`src/rtl/core_fetch.sv`:
```
// core_fetch -- instruction-fetch front end.
//
// Holds the fetch PC, issues in-order requests to instruction memory, keeps
// a small queue of outstanding request PCs, buffers returned instructions and
// presents them to the IF/ID register together with pc and pc + 4. A flush
// redirects fetch to next_pc and discards every in-flight and buffered
// instruction that belongs to the old path.
//
// Parameters:
//   RESET_PC  fetch address loaded at reset
//   DEPTH     outstanding requests plus buffered instructions (power of two, >= 2)
//
// Ports:
//   clk, reset_n        core clock, synchronous active-low reset
//   next_pc, flush      redirect target and redirect request
//   stall               IF/ID not accepting this cycle
//   imem_req_*          request channel to instruction memory
//   imem_resp_*         in-order response channel (always accepted)
//   if_valid/inst/pc/pc4  instruction presented to IF/ID
//   if_misalign         only with CORE_FETCH_MISALIGN_EN: entry pc[1:0] != 0
//
// Optional feature macro: CORE_FETCH_MISALIGN_EN. When defined, a misaligned
// fetch PC issues no memory request; a single zero instruction flagged as
// misaligned is inserted instead and fetch halts until the next flush/reset.

module core_fetch #(
  parameter logic [63:0] RESET_PC = 64'h0,
  parameter int          DEPTH    = 4
) (
  input  logic        clk,
  input  logic        reset_n,
  input  logic [63:0] next_pc,
  input  logic        flush,
  input  logic        stall,
  output logic        imem_req_valid,
  input  logic        imem_req_ready,
  output logic [63:0] imem_req_addr,
  input  logic        imem_resp_valid,
  input  logic [31:0] imem_resp_data,
  output logic        if_valid,
  output logic [31:0] if_inst,
  output logic [63:0] if_pc,
  output logic [63:0] if_pc4
`ifdef CORE_FETCH_MISALIGN_EN
  ,
  output logic        if_misalign
`endif
);

  localparam int          AW      = $clog2(DEPTH);
  localparam int          CW      = AW + 1;
  localparam logic [CW:0] DEPTH_T = (CW + 1)'(DEPTH);

  logic [63:0]      pc_q, pc_d;

  // Outstanding queue: PC of each issued request plus its kill bit.
  logic [63:0]      oPc_q [DEPTH];
  logic [DEPTH-1:0] oKill_q, oKill_d;
  logic [AW-1:0]    oHead_q, oHead_d, oTail_q, oTail_d;
  logic [CW-1:0]    oCnt_q, oCnt_d;

  // Instruction buffer feeding IF/ID.
  logic [63:0]      bPc_q [DEPTH];
  logic [31:0]      bInst_q [DEPTH];
  logic [AW-1:0]    bHead_q, bHead_d, bTail_q, bTail_d;
  logic [CW-1:0]    bCnt_q, bCnt_d;

  logic             credit, reqFire, respPop, respKeep;
  logic             bPush, bPop, bNotEmpty;
  logic [63:0]      pushPc;
  logic [31:0]      pushInst;

`ifdef CORE_FETCH_MISALIGN_EN
  logic [DEPTH-1:0] bMis_q;
  logic             misHalt_q, misHalt_d;
  logic             misPc, insMis;
`endif

  // Request/response handshakes and the buffer push/pop decisions. A request
  // needs a free credit so neither queue can overflow; while reset is held
  // nothing is offered to memory. A response always pops the outstanding
  // head, but only reaches the buffer if its entry was not killed and no
  // flush is clearing the buffer in this same cycle.
  always_comb begin
    credit = ({1'b0, oCnt_q} + {1'b0, bCnt_q}) < DEPTH_T;
`ifdef CORE_FETCH_MISALIGN_EN
    misPc          = pc_q[1:0] != 2'b00;
    imem_req_valid = reset_n && credit && !flush && !misPc;
    // The marker entry waits for the outstanding queue to drain so that it
    // lands in the buffer behind all older instructions.
    insMis         = reset_n && credit && !flush && misPc && !misHalt_q &&
                     (oCnt_q == '0);
`else
    imem_req_valid = reset_n && credit && !flush;
`endif
    imem_req_addr = pc_q;
    reqFire       = imem_req_valid && imem_req_ready;
    respPop       = imem_resp_valid && (oCnt_q != '0);
    respKeep      = respPop && !oKill_q[oHead_q] && !flush;

    pushPc   = oPc_q[oHead_q];
    pushInst = imem_resp_data;
    bPush    = respKeep;
`ifdef CORE_FETCH_MISALIGN_EN
    if (insMis) begin
      pushPc   = pc_q;
      pushInst = '0;
      bPush    = 1'b1;
    end
`endif

    bNotEmpty = bCnt_q != '0;
    if_valid  = bNotEmpty && !flush;
    bPop      = if_valid && !stall;
  end

  // IF/ID view of the buffer head; everything reads zero while it is empty.
  always_comb begin
    if_inst = bNotEmpty ? bInst_q[bHead_q] : '0;
    if_pc   = bNotEmpty ? bPc_q[bHead_q] : '0;
    if_pc4  = bNotEmpty ? bPc_q[bHead_q] + 64'd4 : '0;
`ifdef CORE_FETCH_MISALIGN_EN
    if_misalign = bNotEmpty ? bMis_q[bHead_q] : 1'b0;
`endif
  end

  // Next-state for PC, queue pointers/counters and kill bits. A flush wins
  // over everything but reset: it loads next_pc, empties the buffer and
  // marks every outstanding slot as killed. Marking empty slots too is
  // harmless because a fresh push always clears the slot's kill bit.
  always_comb begin
    pc_d = pc_q;
    if (flush)        pc_d = next_pc;
    else if (reqFire) pc_d = pc_q + 64'd4;

    oTail_d = reqFire ? oTail_q + AW'(1) : oTail_q;
    oHead_d = respPop ? oHead_q + AW'(1) : oHead_q;
    oCnt_d  = oCnt_q + CW'(reqFire) - CW'(respPop);
    oKill_d = oKill_q;
    if (reqFire) oKill_d[oTail_q] = 1'b0;
    if (flush)   oKill_d = '1;

    if (flush) begin
      bHead_d = '0;
      bTail_d = '0;
      bCnt_d  = '0;
    end else begin
      bHead_d = bPop  ? bHead_q + AW'(1) : bHead_q;
      bTail_d = bPush ? bTail_q + AW'(1) : bTail_q;
      bCnt_d  = bCnt_q + CW'(bPush) - CW'(bPop);
    end

`ifdef CORE_FETCH_MISALIGN_EN
    misHalt_d = misHalt_q;
    if (flush)       misHalt_d = 1'b0;
    else if (insMis) misHalt_d = 1'b1;
`endif
  end

  // Control state register with synchronous reset; reset overrides flush,
  // stall and any response arriving in the same cycle.
  always_ff @(posedge clk) begin
    if (!reset_n) begin
      pc_q    <= RESET_PC;
      oHead_q <= '0;
      oTail_q <= '0;
      oCnt_q  <= '0;
      oKill_q <= '0;
      bHead_q <= '0;
      bTail_q <= '0;
      bCnt_q  <= '0;
`ifdef CORE_FETCH_MISALIGN_EN
      misHalt_q <= 1'b0;
`endif
    end else begin
      pc_q    <= pc_d;
      oHead_q <= oHead_d;
      oTail_q <= oTail_d;
      oCnt_q  <= oCnt_d;
      oKill_q <= oKill_d;
      bHead_q <= bHead_d;
      bTail_q <= bTail_d;
      bCnt_q  <= bCnt_d;
`ifdef CORE_FETCH_MISALIGN_EN
      misHalt_q <= misHalt_d;
`endif
    end
  end

  // Payload storage needs no reset: occupancy counters decide validity.
  always_ff @(posedge clk) begin
    if (reqFire) oPc_q[oTail_q] <= pc_q;
    if (reset_n && bPush) begin
      bPc_q[bTail_q]   <= pushPc;
      bInst_q[bTail_q] <= pushInst;
`ifdef CORE_FETCH_MISALIGN_EN
      bMis_q[bTail_q]  <= pushPc[1:0] != 2'b00;
`endif
    end
  end

  // A response with nothing outstanding is a memory protocol error.
  respWithoutRequest: assert property (@(posedge clk) disable iff (!reset_n)
    imem_resp_valid |-> (oCnt_q != '0));

endmodule

```
`config.mk`:
```
export PLATFORM = sky130hd
export DESIGN_NAME = core_fetch
export DESIGN_NICKNAME = d
export VERILOG_FILES = /design/src/rtl/core_fetch.sv
export SDC_FILE = /design/constraint.sdc
export NUM_CORES = 1
export LEC_CHECK = 0
export CAP_MARGIN = 20
export CORE_MARGIN = 1.5
export CORE_UTILIZATION = 31
export CTS_CLUSTER_DIAMETER = 30
export DETAILED_ROUTE_END_ITERATION = 10
export PLACE_DENSITY = 0.55
export SLEW_MARGIN = 20
export SYNTH_ARGS = -nofsm -noshare
export SYNTH_HDL_FRONTEND = slang
export SYNTH_SLANG_ARGS = --single-unit
export TNS_END_PERCENT = 5
```
`constraint.sdc`:
```
create_clock -name clk -period 7.7 [get_ports clk]
set_input_delay 1.155 -clock clk [delete_from_list [all_inputs] [get_ports clk]]
set_output_delay 1.155 -clock clk [all_outputs]
set_load 0.05 [all_outputs]
```
# Yosys cells after proc, flatten, opt, wreduce, memory -nomap -nowiden
# Memories as Yosys holds them, arrays and structs flattened. A register that Yosys moved wholly into a read port is not among the register bits.
# Index checks and enable logic that the tools add are counted.
word_totals:
  register_bits: 82
  ramBits: 640
  out_inout_bits: 226
  word_cells: 67
  mem_count: 3
op_classes:
  add_sub_neg: 11
  magnitude_cmp: 4
  muxes: 21
  bitwise_logic: 3
  reduce_logical: 17
mem_list:
  columns: ["memory", "words", "width", "read_ports", "rd_ports_with_merged_regs", "wr", "line", "source"]
  rows:
  - ["bPc_q", 4, 64, 1, 1, 1, "63", "logic [63:0] bPc_q [DEPTH];"]
  - ["oPc_q", 4, 64, 1, 1, 1, "57", "logic [63:0] oPc_q [DEPTH];"]
  - ["bInst_q", 4, 32, 1, 1, 1, "64", "logic [31:0] bInst_q [DEPTH];"]
ops:
  columns: ["operator", "n"]
  rows:
  - ["64-bit 2-to-1 mux", 4]
  - ["64-bit by 3-bit adder with 64-bit output (second input constant)", 2]
  - ["32-bit 2-to-1 mux", 1]
  - ["2-bit 2-to-1 mux", 6]
  - ["1-bit logical AND", 10]
  - ["2-bit by 1-bit adder with 2-bit output (second input constant)", 4]
  - ["4-bit 2-to-1 mux", 2]
  - ["3-bit by 1-bit adder with 3-bit output", 2]
  - ["2-bit by 3-bit less-than comparator with 1-bit output (second input constant)", 2]
  - ["1-bit 2-to-1 mux", 6]
  - ["3-bit nonzero test", 2]
  - ["3-bit by 1-bit subtractor with 3-bit output", 2]
  - ["3-bit by 3-bit adder with 4-bit output", 1]
  - ["4-bit bitwise AND", 1]
  - ["4-bit by 3-bit less-than comparator with 1-bit output (second input constant)", 1]
  - ["4-bit NOT", 1]
  - ["1-bit zero test", 3]
  - ["1-bit binary-select mux with 2-bit select", 1]
  - ["1-bit demux with 2-bit select", 1]
  - ["2-bit by 1-bit >= comparator with 1-bit output (second input constant)", 1]
  - ["2-bit nonzero test", 1]
  - ["2-bit OR reduction", 1]
  - ["1-bit NOT", 1]

# Depth between registers and ports, before layout
depth:
  depth_word: 8
  ltp_mapped: 14

# Least setup slack after synthesis
# Ideal clock, no wire load.
synth_timing:
  path_type: "flip-flop to output port"
  from: "register (tool-made name)"
  to: "output if_pc4[48]"
  arrival_ns: 3.681
  required_time_ns: 6.545
  setup_slack_ns: 2.864
  path_stages_with_launch: 13
  n_path_buf: 5
  cell_sequence: "dfxtp_1 > buf_4 > buf_2 > buf_2 > mux4_2 > ha_1 > nand4_1 > or3_1 > clkbuf_1 > or4_1 > clkbuf_1 > or3_1 > a21oi_1"
synth_rtl:
  columns: ["element", "line", "source"]
  rows:
  - ["end: declaration", "43", "output logic [63:0] if_pc4"]

==> summary.txt <==
status: finished, final reports clean
DRT Wirelength: 84.2 mm
antenna violations before repair: 2
gr busiest metal: met2
Main synth FF type: edfxtp_1
die height: 315 um
CTS max path bufs: 3
Final Hold Vio Count: 0
Final ANT Viol Nets: 0
max-slew violation count: 0
final instance area: 40400 um^2
LEAKAGE: 13.0 nW
Critical Path RT: 6.55 ns
hold path endpoint: oKill_q[0]
I/O Buffers: 327
CP endpoint kind: output pin
total negative setup slack: 0 ns
reg2reg setup slack: 4.08 ns
CP Buf/Inv Count: 1
CP Class: reg2out
CP Cell Sequence: mux4_2 -> nand4_4 -> nor4_2 -> nand4_1 -> or3_1 -> a21oi_1 -> clkdlybuf4s50_1
WL/cell: 22.9 um
Critical R2R Launch: imem_req_addr[2]
VDD IR-drop max: 165 uV
total track usage: 16.9%
root buf cell: clkbuf_16
pin count of the biggest net entering global routing: 87
Avg Cell Area, Syn: 16.3 um^2
drt initial violations: 1429
Post-Syn Instances: 1844
Hold WC Path Type: reg2reg
Final WS setup: 1.12 ns
DRC: 0
drt first pass iters: 5
MaxCap Viol Count: 0
Mapped Area: 30100 um^2
CTS tree: done
Setup crit start kind: register
Hold Crit Start: oKill_q[0]
post-synthesis sequential area ratio: 69.6%
GP Congestion: 0.829
CP max stage delay: 0.99 ns
RSZ-0062 raised after global routing: false
Num CTS Buffers: 156
pre-CTS WS: 1.86 ns
hold_buf cts: 0
vias in the first global route: 19.2k
met1 usage in global routing: 22.9%
Clock Skew: 0.0331 ns
syn nets: 1964
via/cell ratio: 5.02
vias after detailed routing: 18.4k
PwrDens: 317 nW/um^2
terminus of the critical flop-to-flop path: imem_req_addr[54]
Pwr Total: 12.8 mW
Max FO, Critical Path: 44
hpwl dp: 55.7 mm
Placed Area: 34800 um^2
H-Tree Depth: 4
first-pass GRT wire length: 124 mm
die width: 315 um
fmax: 0.152 GHz
period utilization: 85.5%
Post-CTS Setup Bufs: 0
Slew HR: 22.1%
layout cells sized above 1: 20.2%
CP Data Arrival Time: 5.43 ns
FP Rows: 114
Final setup viols: 0
minimum clock period: 6.58 ns
Slew @ Worst Pin: 1.16 ns
Hold Path Depth: 2
Unique masters post-synth: 61
Area Overhead vs Synth: 34.3%
total grt overflow: 0
Worst-Skew Late Latency: 0.71 ns
Top Family by Delay on Critical Path: simple AND/OR/NAND/NOR gates
FF-to-FF path depth: 7
Resized cells post-CTS: 0
IO Count: 328
Initial Utilization: 31.2%
die area: 99000 um^2
clock-pin slew of the registers on the worst-case setup and hold paths: 0.04 ns
met3 Use GR: 3.81%
async set-reset flop share out of synthesis: 0%
GR Layer Usage met2: 26.6%
final net count: 2385
Synth Register Bits: 726
Post-synth EDFFs: 640
slowest CP cell: nor4_2
core area: 96400 um^2
synth warn: 0
CTS sink cnt: 726
[synth_stat cells, types with 5 or more instances]
cell	count	area, um^2
mux2i_1	10	100
a21oi_1	71	355
inv_1	32	120
nor3_1	19	95.1
nand4_1	40	250
dfxtp_1	86	1720
and3_1	24	150
nand4b_1	5	43.8
a31oi_1	33	206
mux4_1	7	184
buf_1	10	37.5
and2_1	100	626
or4_1	7	52.6
o21ai_0	57	285
or3_1	27	169
buf_2	11	55.1
o211ai_1	7	52.6
nor4_1	14	87.6
edfxtp_1	640	19200
mux4_2	152	3420
ha_1	16	200
xor2_1	18	158
a211oi_1	5	37.5
and4_1	20	175
clkbuf_1	70	263
nand3_1	44	220
mux2_2	13	146
xnor2_1	33	289
nor2_1	110	413
nand2_1	96	360
[power breakdown]
group | switching, mW | total, mW | internal, mW
clock | 2.24 | 6.85 | 4.61
sequential | 0.119 | 4.65 | 4.53
combinational | 0.832 | 1.33 | 0.495
total | 3.19 | 12.8 | 9.64
[worst reg2reg max path: stages, from the launching register on]
cell and delay, ns:
dfxtp_1 0.63, ha_1 0.41, and3_1 0.22, nand4_1 0.52, or4_1 0.91, nor4_1 0.38, mux2_2 0.37, a21oi_1 0.13
[cells by family (layout without fill, tap and decap cells)]
logic type,after synthesis,count (layout),share of synthesized area (%)
AOI/OAI and AO/OA,201,201,3.91
xor gates and xnor gates,51,51,1.48
adders and majority gates,18,18,0.798
buffers and inverters,134,686,1.92
DFF,726,726,69.6
muxes,182,182,12.8
other,0,2,0
and+or+nand+nor,532,532,9.53
[metal layers]
metal / up-vias / wire length (um)
met5: - / 29
met4: 4 / 2210
met3: 158 / 5050
met2: 644 / 39600
met1: 9418 / 37300
li1: 8214 / -
[per-stage QoR]
stage | cells | hold slack, ns | utilization (%)
global route | 3672 | 0.531 | 41.9
detailed placement | 3383 | 0.486 | 36.1
global placement | 3383 | 0.466 | 36.1
CTS | 3672 | 0.497 | 41.9
floorplan | 1844 | 0.451 | -
finish | 3674 | 0.505 | 41.9
[cell type report]
cell class,instances,area (um^2)
multi-input cells,984,8630
clock inverters,108,1480
repair buffers,363,3540
inverters,34,133
diodes,2,5.00
flip-flops and latches,726,21000
fillers,8653,56000
well taps,1276,1600
clock buffers,181,4080
[sequential cells by signal, summed over array words and instances, names as in the netlist, named ones only]
signal and cells:
imem_req_addr 64, oTail_q 2, bHead_q 2, oCnt_q 3
bPc_q 256, oPc_q 256, bCnt_q 3, bTail_q 2
oHead_q 2, oKill_q 4, bInst_q 128
[placed cells by master (no fill, tap or decap), drive strengths merged, types with 44 or more instances in the layout]
cell type	count
a21oi	71
edfxtp	640
nor2	110
dfxtp	86
nand2	96
clkdlybuf4s50	326
and2	100
mux4	159
o21ai	57
clkinv	66
clkbuf	181
nand3	44
[worst max-delay path by stage]
stage,startpoint,to,depth (start not counted)
2_1_floorplan,register,if_pc4[48],12
3_3_place_gp,register,if_pc4[53],7
3_5_place_dp,register,if_pc4[59],7
4_1_cts,register,if_pc4[59],7
5_1_grt,register,if_pc4[61],7
6_report,register,if_pc4[59],7
No activity file was read; power rests on OpenSTA's default activity.
